$ cat src/rtl/muldiv_pkg.sv
// rtl/muldiv_pkg.sv - shared widths, op encodings and FSM states for the multiply/divide unit
package muldiv_pkg;

  localparam int DATA_W = 32;
  localparam int REG_AW = 5;
  localparam int CNT_W  = $clog2(DATA_W);

  typedef enum logic [1:0] {
    OP_MUL   = 2'b00,
    OP_MULHU = 2'b01,
    OP_DIVU  = 2'b10,
    OP_REMU  = 2'b11
  } opCode_t;

  typedef enum logic [1:0] {
    IDLE = 2'd0,
    BUSY = 2'd1,
    DONE = 2'd2
  } state_t;

  // Division ops share the restoring-divide datapath mode
  function automatic logic isDivOp(input opCode_t op);
    return (op == OP_DIVU) || (op == OP_REMU);
  endfunction

  // MULHU and REMU both take their result from the upper half of the accumulator
  function automatic logic selectsHigh(input opCode_t op);
    return (op == OP_MULHU) || (op == OP_REMU);
  endfunction

endpackage

$ cat src/rtl/muldiv_unit_if.sv
// rtl/muldiv_unit_if.sv - issue and write-back signals between execute stage and multiply/divide unit
interface muldiv_unit_if;
  import muldiv_pkg::*;

  logic                start_valid;
  logic                start_ready;
  opCode_t             op;
  logic [DATA_W-1:0]   rs1_data;
  logic [DATA_W-1:0]   rs2_data;
  logic [REG_AW-1:0]   rd;
  logic                flush;
  logic                busy;
  logic [REG_AW-1:0]   busy_rd;
  logic                wb_valid;
  logic                wb_ready;
  logic [REG_AW-1:0]   wb_reg;
  logic [DATA_W-1:0]   wb_data;

  // Execute stage side: issues operations and accepts write-back results
  modport master (
    output start_valid, op, rs1_data, rs2_data, rd, flush, wb_ready,
    input  start_ready, busy, busy_rd, wb_valid, wb_reg, wb_data
  );

  // Multiply/divide unit side
  modport slave (
    input  start_valid, op, rs1_data, rs2_data, rd, flush, wb_ready,
    output start_ready, busy, busy_rd, wb_valid, wb_reg, wb_data
  );

endinterface

$ cat src/rtl/muldiv_datapath.sv
// rtl/muldiv_datapath.sv - shift-add multiply / restoring divide accumulator, one bit per step
module muldiv_datapath
  import muldiv_pkg::*;
(
  input  logic              clk,
  input  logic              reset,
  input  logic              load,
  input  logic              step,
  input  opCode_t           op,
  input  logic [DATA_W-1:0] opA,
  input  logic [DATA_W-1:0] opB,
  output logic [DATA_W-1:0] result_lo,
  output logic [DATA_W-1:0] result_hi
);

  // Multiply: acc = {partial product, remaining multiplier bits}, shifted right each step.
  // Divide:   acc = {partial remainder, remaining dividend / growing quotient}, shifted left.
  logic [2*DATA_W-1:0] acc;
  logic [2*DATA_W-1:0] accNext;
  logic [DATA_W-1:0]   operand;
  logic                divMode;

  logic [DATA_W:0]     mulSum;
  logic [DATA_W:0]     divUpper;
  logic [DATA_W-1:0]   divDiff;
  logic                divFits;

  // One iteration: conditional add for multiply, trial subtract for divide
  always_comb begin
    mulSum   = {1'b0, acc[2*DATA_W-1:DATA_W]} + (acc[0] ? {1'b0, operand} : '0);
    divUpper = acc[2*DATA_W-1:DATA_W-1];
    divDiff  = divUpper[DATA_W-1:0] - operand;
    divFits  = divUpper[DATA_W] | (divUpper[DATA_W-1:0] >= operand);
    if (divMode) begin
      // A zero divisor always "fits": quotient fills with ones, remainder collects the dividend
      accNext = {(divFits ? divDiff : divUpper[DATA_W-1:0]), acc[DATA_W-2:0], divFits};
    end else begin
      accNext = {mulSum, acc[DATA_W-1:1]};
    end
  end

  // Operand capture on load, one iteration per step
  always_ff @(posedge clk or posedge reset) begin
    if (reset) begin
      acc     <= '0;
      operand <= '0;
      divMode <= 1'b0;
    end else if (load) begin
      acc     <= {{DATA_W{1'b0}}, (isDivOp(op) ? opA : opB)};
      operand <= isDivOp(op) ? opB : opA;
      divMode <= isDivOp(op);
    end else if (step) begin
      acc <= accNext;
    end
  end

  assign result_lo = acc[DATA_W-1:0];
  assign result_hi = acc[2*DATA_W-1:DATA_W];

endmodule

$ cat src/rtl/muldiv_unit.sv
// rtl/muldiv_unit.sv - iterative unsigned MUL/MULHU/DIVU/REMU with write-back handshake
module muldiv_unit
  import muldiv_pkg::*;
(
  input logic          clk,
  input logic          reset,
  muldiv_unit_if.slave bus
);

  state_t            state;
  logic [CNT_W-1:0]  count;
  opCode_t           opReg;
  logic [REG_AW-1:0] rdReg;
  logic              wbValid;
  logic [REG_AW-1:0] wbReg;
  logic              accept;
  logic              lastIter;
  logic [DATA_W-1:0] resultLo;
  logic [DATA_W-1:0] resultHi;

  // flush blocks acceptance even in IDLE
  assign accept   = (state == IDLE) && bus.start_valid && !bus.flush;
  assign lastIter = (count == CNT_W'(DATA_W - 1));

  muldiv_datapath u_datapath (
    .clk       (clk),
    .reset     (reset),
    .load      (accept),
    .step      (state == BUSY),
    .op        (bus.op),
    .opA       (bus.rs1_data),
    .opB       (bus.rs2_data),
    .result_lo (resultLo),
    .result_hi (resultHi)
  );

  // Control FSM: flush outranks both completion and the write-back handshake
  always_ff @(posedge clk or posedge reset) begin
    if (reset) begin
      state   <= IDLE;
      count   <= '0;
      opReg   <= OP_MUL;
      rdReg   <= '0;
      wbValid <= 1'b0;
      wbReg   <= '0;
    end else begin
      case (state)
        IDLE: begin
          if (accept) begin
            opReg <= bus.op;
            rdReg <= bus.rd;
            count <= '0;
            state <= BUSY;
          end
        end
        BUSY: begin
          if (bus.flush) begin
            state <= IDLE;
          end else if (lastIter) begin
            // Writes to x0 are dropped without ever raising wb_valid
            if (rdReg != '0) begin
              state   <= DONE;
              wbValid <= 1'b1;
              wbReg   <= rdReg;
            end else begin
              state <= IDLE;
            end
          end else begin
            count <= count + CNT_W'(1);
          end
        end
        DONE: begin
          if (bus.flush || bus.wb_ready) begin
            state   <= IDLE;
            wbValid <= 1'b0;
            wbReg   <= '0;
          end
        end
        default: state <= IDLE;
      endcase
    end
  end

  assign bus.start_ready = (state == IDLE);
  assign bus.busy        = (state != IDLE);
  assign bus.busy_rd     = (state == IDLE) ? '0 : rdReg;
  assign bus.wb_valid    = wbValid;
  assign bus.wb_reg      = wbReg;
  // The accumulator is frozen outside BUSY, so this is stable for the whole DONE period
  assign bus.wb_data     = wbValid ? (selectsHigh(opReg) ? resultHi : resultLo) : '0;

endmodule

$ cat src/flat_wrapper.sv
// flat-port wrapper written by rule: the top's interface ports become plain ports
module muldiv_unit_flat import muldiv_pkg::*;
  (clk, reset, bus_start_valid, bus_op, bus_rs1_data, bus_rs2_data, bus_rd, bus_flush, bus_wb_ready, bus_start_ready, bus_busy, bus_busy_rd, bus_wb_valid, bus_wb_reg, bus_wb_data);
  muldiv_unit_if bus_i ();
  input logic clk;
  input logic reset;
  input wire logic [$bits(bus_i.start_valid)-1:0] bus_start_valid;
  input wire logic [$bits(bus_i.op)-1:0] bus_op;
  input wire logic [$bits(bus_i.rs1_data)-1:0] bus_rs1_data;
  input wire logic [$bits(bus_i.rs2_data)-1:0] bus_rs2_data;
  input wire logic [$bits(bus_i.rd)-1:0] bus_rd;
  input wire logic [$bits(bus_i.flush)-1:0] bus_flush;
  input wire logic [$bits(bus_i.wb_ready)-1:0] bus_wb_ready;
  output wire logic [$bits(bus_i.start_ready)-1:0] bus_start_ready;
  output wire logic [$bits(bus_i.busy)-1:0] bus_busy;
  output wire logic [$bits(bus_i.busy_rd)-1:0] bus_busy_rd;
  output wire logic [$bits(bus_i.wb_valid)-1:0] bus_wb_valid;
  output wire logic [$bits(bus_i.wb_reg)-1:0] bus_wb_reg;
  output wire logic [$bits(bus_i.wb_data)-1:0] bus_wb_data;
  assign bus_i.start_valid = bus_start_valid;
  assign bus_i.op = bus_op;
  assign bus_i.rs1_data = bus_rs1_data;
  assign bus_i.rs2_data = bus_rs2_data;
  assign bus_i.rd = bus_rd;
  assign bus_i.flush = bus_flush;
  assign bus_i.wb_ready = bus_wb_ready;
  assign bus_start_ready = bus_i.start_ready;
  assign bus_busy = bus_i.busy;
  assign bus_busy_rd = bus_i.busy_rd;
  assign bus_wb_valid = bus_i.wb_valid;
  assign bus_wb_reg = bus_i.wb_reg;
  assign bus_wb_data = bus_i.wb_data;
  muldiv_unit u_core (.clk(clk), .reset(reset), .bus(bus_i));
endmodule
$ cat config.mk
export PLATFORM = sky130hd
export DESIGN_NAME = muldiv_unit_flat
export DESIGN_NICKNAME = d
export VERILOG_FILES = /design/src/rtl/muldiv_pkg.sv /design/src/rtl/muldiv_unit_if.sv /design/src/rtl/muldiv_datapath.sv /design/src/rtl/muldiv_unit.sv /design/src/flat_wrapper.sv
export SDC_FILE = /design/constraint.sdc
export NUM_CORES = 1
export LEC_CHECK = 0
export CORE_MARGIN = 4
export CORE_UTILIZATION = 59
export CTS_BUF_LIST = sky130_fd_sc_hd__clkbuf_4
export DETAILED_ROUTE_END_ITERATION = 10
export PLACE_DENSITY = 0.84
export SLEW_MARGIN = 10
export SYNTH_ARGS = -nofsm -noshare
export SYNTH_HDL_FRONTEND = slang
export SYNTH_SLANG_ARGS = --single-unit
$ cat constraint.sdc
create_clock -name clk -period 3.98 [get_ports clk]
set_input_delay 0.398 -clock clk [delete_from_list [all_inputs] [get_ports clk]]
set_output_delay 0.398 -clock clk [all_outputs]
set_load 0.1 [all_outputs]
==> impl_metrics.env <==
export IMPL_post_dp_hpwl_um=23850
export IMPL_grt_usage_pct=31.33
export IMPL_ys_ff_latch=116
export IMPL_core_sq_um=17240
export IMPL_path_class="flip-flop to flip-flop"
export IMPL_synth_avg_cell_area_sq_um=8.261
export IMPL_synthFlopType="dfrtp_1"
export IMPL_hold_viol=0
export IMPL_vdd_drop_max_mv=0.3426
export IMPL_port_buffers=120
export IMPL_synthArstFlopShare_pct=100.0
export IMPL_place_area_sq_um=11600
export IMPL_multi_input_area_sq_um=6930
export IMPL_seq_area_frac_synth_pct=28.11
export IMPL_setup_viol=0
export IMPL_seq_area_sq_um=2905
export IMPL_hold_start="bus_rd[4]"
export IMPL_drt_pass1_iterations=6
export IMPL_routed_wl_um=31170
export IMPL_fin_nets=1480
export IMPL_cap_violations=0
export IMPL_hp_class="input port to flip-flop"
export IMPL_fin_ws_ns=0.5065
export IMPL_p_leak_nw=5.471
export IMPL_syn_cell_area_sq_um=10330
export IMPL_grt_pass1_vias=9242
export IMPL_arrival_ns=3.86
export IMPL_start_util_pct=59.91
export IMPL_die_area_sq_um=19680
export IMPL_antenna_left=0
export IMPL_r2r_start="u_core.u_datapath.acc[31]"
export IMPL_synth_cell_type_count=74
export IMPL_drc=0
export IMPL_fill_cells=1333
export IMPL_antenna_found_initial=1
export IMPL_startpoint="u_core.u_datapath.acc[31]"
export IMPL_cp_start_kind="flip-flop"
export IMPL_rsz0062_at_grt="false"
export IMPL_required_ns=4.37
export IMPL_finalSetupTns_ns=0
export IMPL_syn_instance_count=1250
export IMPL_largest_register_ffs=64
export IMPL_routedWlPerCell_um=19.80
export IMPL_dp_cells=1542
export IMPL_cts_setup_buffers=0
export IMPL_relSlewSlack_pct=28.71
export IMPL_pwr_density_cell_nw_per_um2=668.1
export IMPL_synth_top_area_share_pct=28.11
export IMPL_grt_start_max_net_pins=70
export IMPL_cts_tree="yes"
export IMPL_synth_edf_count=0
export IMPL_postLayoutCellArea_sq_um=11950
export IMPL_clock_latency_ns=0.54
export IMPL_gp_congestion=0.9603
export IMPL_finalCritPeriodShare_pct=87.27
export IMPL_drt_iter0_drc=1107
export IMPL_drv_slew=0
export IMPL_clk_root_buffer_cell="clkbuf_4"
export IMPL_yosys_area_top_type="dfrtp_1"
export IMPL_layout_drive_gt1_share_pct=7.789
export IMPL_cts_buffers=17
export IMPL_grt_pass1_wl_um=49860
export IMPL_htree_levels=4
export IMPL_via_count=10091
export IMPL_fin_worst_skew_ns=0.02000
export IMPL_fp_dieH_um=140.3
export IMPL_status="finished, final reports clean"
export IMPL_fp_row_count=48
export IMPL_area_growth_pct=15.70
export IMPL_cts_buffer_depth=2
export IMPL_synthesis_nets=1394
export IMPL_dieWidth_um=140.3
export IMPL_reg_largest_list="u_core.u_datapath.acc x64, u_core.u_datapath.operand x32"
export IMPL_dp_slack_ns=0.5939
export IMPL_period_needed_ns=3.473
export IMPL_cts_reportedPaths_clkPinSlew_ns=0.11
export IMPL_stdcell_count=1574
export IMPL_synth_area_top_cells="dfrtp_1, mux2i_1, ha_1"
export IMPL_cts_repair_resized=0
export IMPL_largest_register="u_core.u_datapath.acc"
export IMPL_io_pins=121
export IMPL_ys_warn_count=0
export IMPL_viasPerCell=6.411
export IMPL_grt_overflow_total=0
export IMPL_hold_ws_ns=0.3712
export IMPL_crit_path_end_kind="flip-flop"
export IMPL_cts_sinks=116
export IMPL_crit_fanout=26
export IMPL_worst_pin_slew_ns=1.069
export IMPL_cts_hold_buffers_added=0
export IMPL_max_freq_mhz=287.9
final timing paths:
check / to / slack, ns / cells after the start
max: u_core.u_datapath.acc[35] / 0.51 / 13
min: u_core.rdReg[4] / 0.37 / 3
max reg2reg: u_core.u_datapath.acc[35] / 0.51 / 13
min reg2reg: u_core.bus.wb_reg[1] / 0.52 / 1
max in group asynchronous: u_core.opReg[0] / 2.79 / 3
min in group asynchronous: u_core.u_datapath.acc[10] / 0.39 / 2
through the flow:
stage          power [W]  utilization (%)
2_1_floorplan   0.005616                -
3_3_place_gp    0.006700            67.33
3_5_place_dp    0.006794            67.33
4_1_cts         0.007858            69.30
5_1_grt         0.008565            69.32
6_report        0.007983            69.32
layout make-up:
cell class,count,share of cell area (%)
flip-flops and latches,116,24.32
repair buffers,140,10.83
multi-input cells,1010,58.01
inverters,51,1.623
diodes,1,0.02094
clock inverters,10,1.529
clock buffers,21,1.320
well taps,225,2.356
where the power goes:
part | internal, W | switching, W
clock network | 0.000584 | 0.000459
registers | 0.00148 | 0.000570
logic | 0.00203 | 0.00286
total | 0.00410 | 0.00389
cell usage after synthesis (all sizes together), types with 12 or more instances:
master	instances
a211oi	13
a21o	27
a21oi	88
a31oi	12
and2	32
buf	17
clkbuf	56
dfrtp	116
ha	66
inv	51
mux2i	136
nand2	152
nand3	26
nand4	16
nor2	64
nor2b	44
nor3	18
o21ai	111
o221ai	32
xnor2	31
xor2	23
kinds of logic after synthesis:
logic type	Yosys count	share of synthesized area (%)
adders and majority gates	68	8.385
muxes	138	13.40
and+or+nand+nor	389	18.01
buffers and inverters	124	4.895
DFF	116	28.11
AOI/OAI and AO/OA	361	22.62
xor gates and xnor gates	54	4.580
cell usage in the layout (no fill, tap or decap), types with 3 or more instances in the layout:
cell type / instances
o21a_1: 3
nand2_1: 152
o211ai_1: 10
o21ai_0: 84
a22o_1: 6
and3_1: 9
nor3b_1: 4
mux2i_1: 136
xor2_1: 23
or3_1: 7
a22oi_1: 10
o221ai_1: 32
nor2b_1: 44
and2_1: 32
xnor2_1: 31
buf_4: 51
o31ai_1: 7
inv_1: 50
nor4_1: 3
dfrtp_1: 114
o21bai_1: 8
o21ai_1: 25
nand4_1: 16
a31oi_1: 11
a32oi_1: 3
nor3_1: 17
clkbuf_4: 21
bufinv_16: 5
a2111oi_0: 3
a211o_1: 3
a21o_1: 27
clkdlybuf4s50_1: 87
a211oi_1: 12
a21oi_1: 86
nand3_1: 26
nor2_1: 61
ha_1: 66
nand2b_1: 7
critical path: stages, from the launching register on:
cell and delay (ns):
dfrtp_1 0.42, inv_1 0.13, ha_1 0.23, fa_1 0.23
nand2b_1 0.13, a211oi_1 0.08, or3_1 0.46, a21bo_4 0.27
o21ai_4 0.63, buf_4 0.29, a211oi_1 0.06, a21o_1 0.16
a21oi_1 0.13, o21ai_1 0.08
routing by layer:
| metal | track usage, % | share of wire [%] | vias up |
|---|---|---|---|
| li1 | - | - | 4710 |
| met1 | 47.93 | 45 | 4764 |
| met2 | 46.14 | 43 | 566 |
| met3 | 6.521 | 11 | 51 |
| met4 | 5.864 | 1.3 | 0 |
| met5 | 0 | 0 | - |
(Power assumes the default switching activity.)
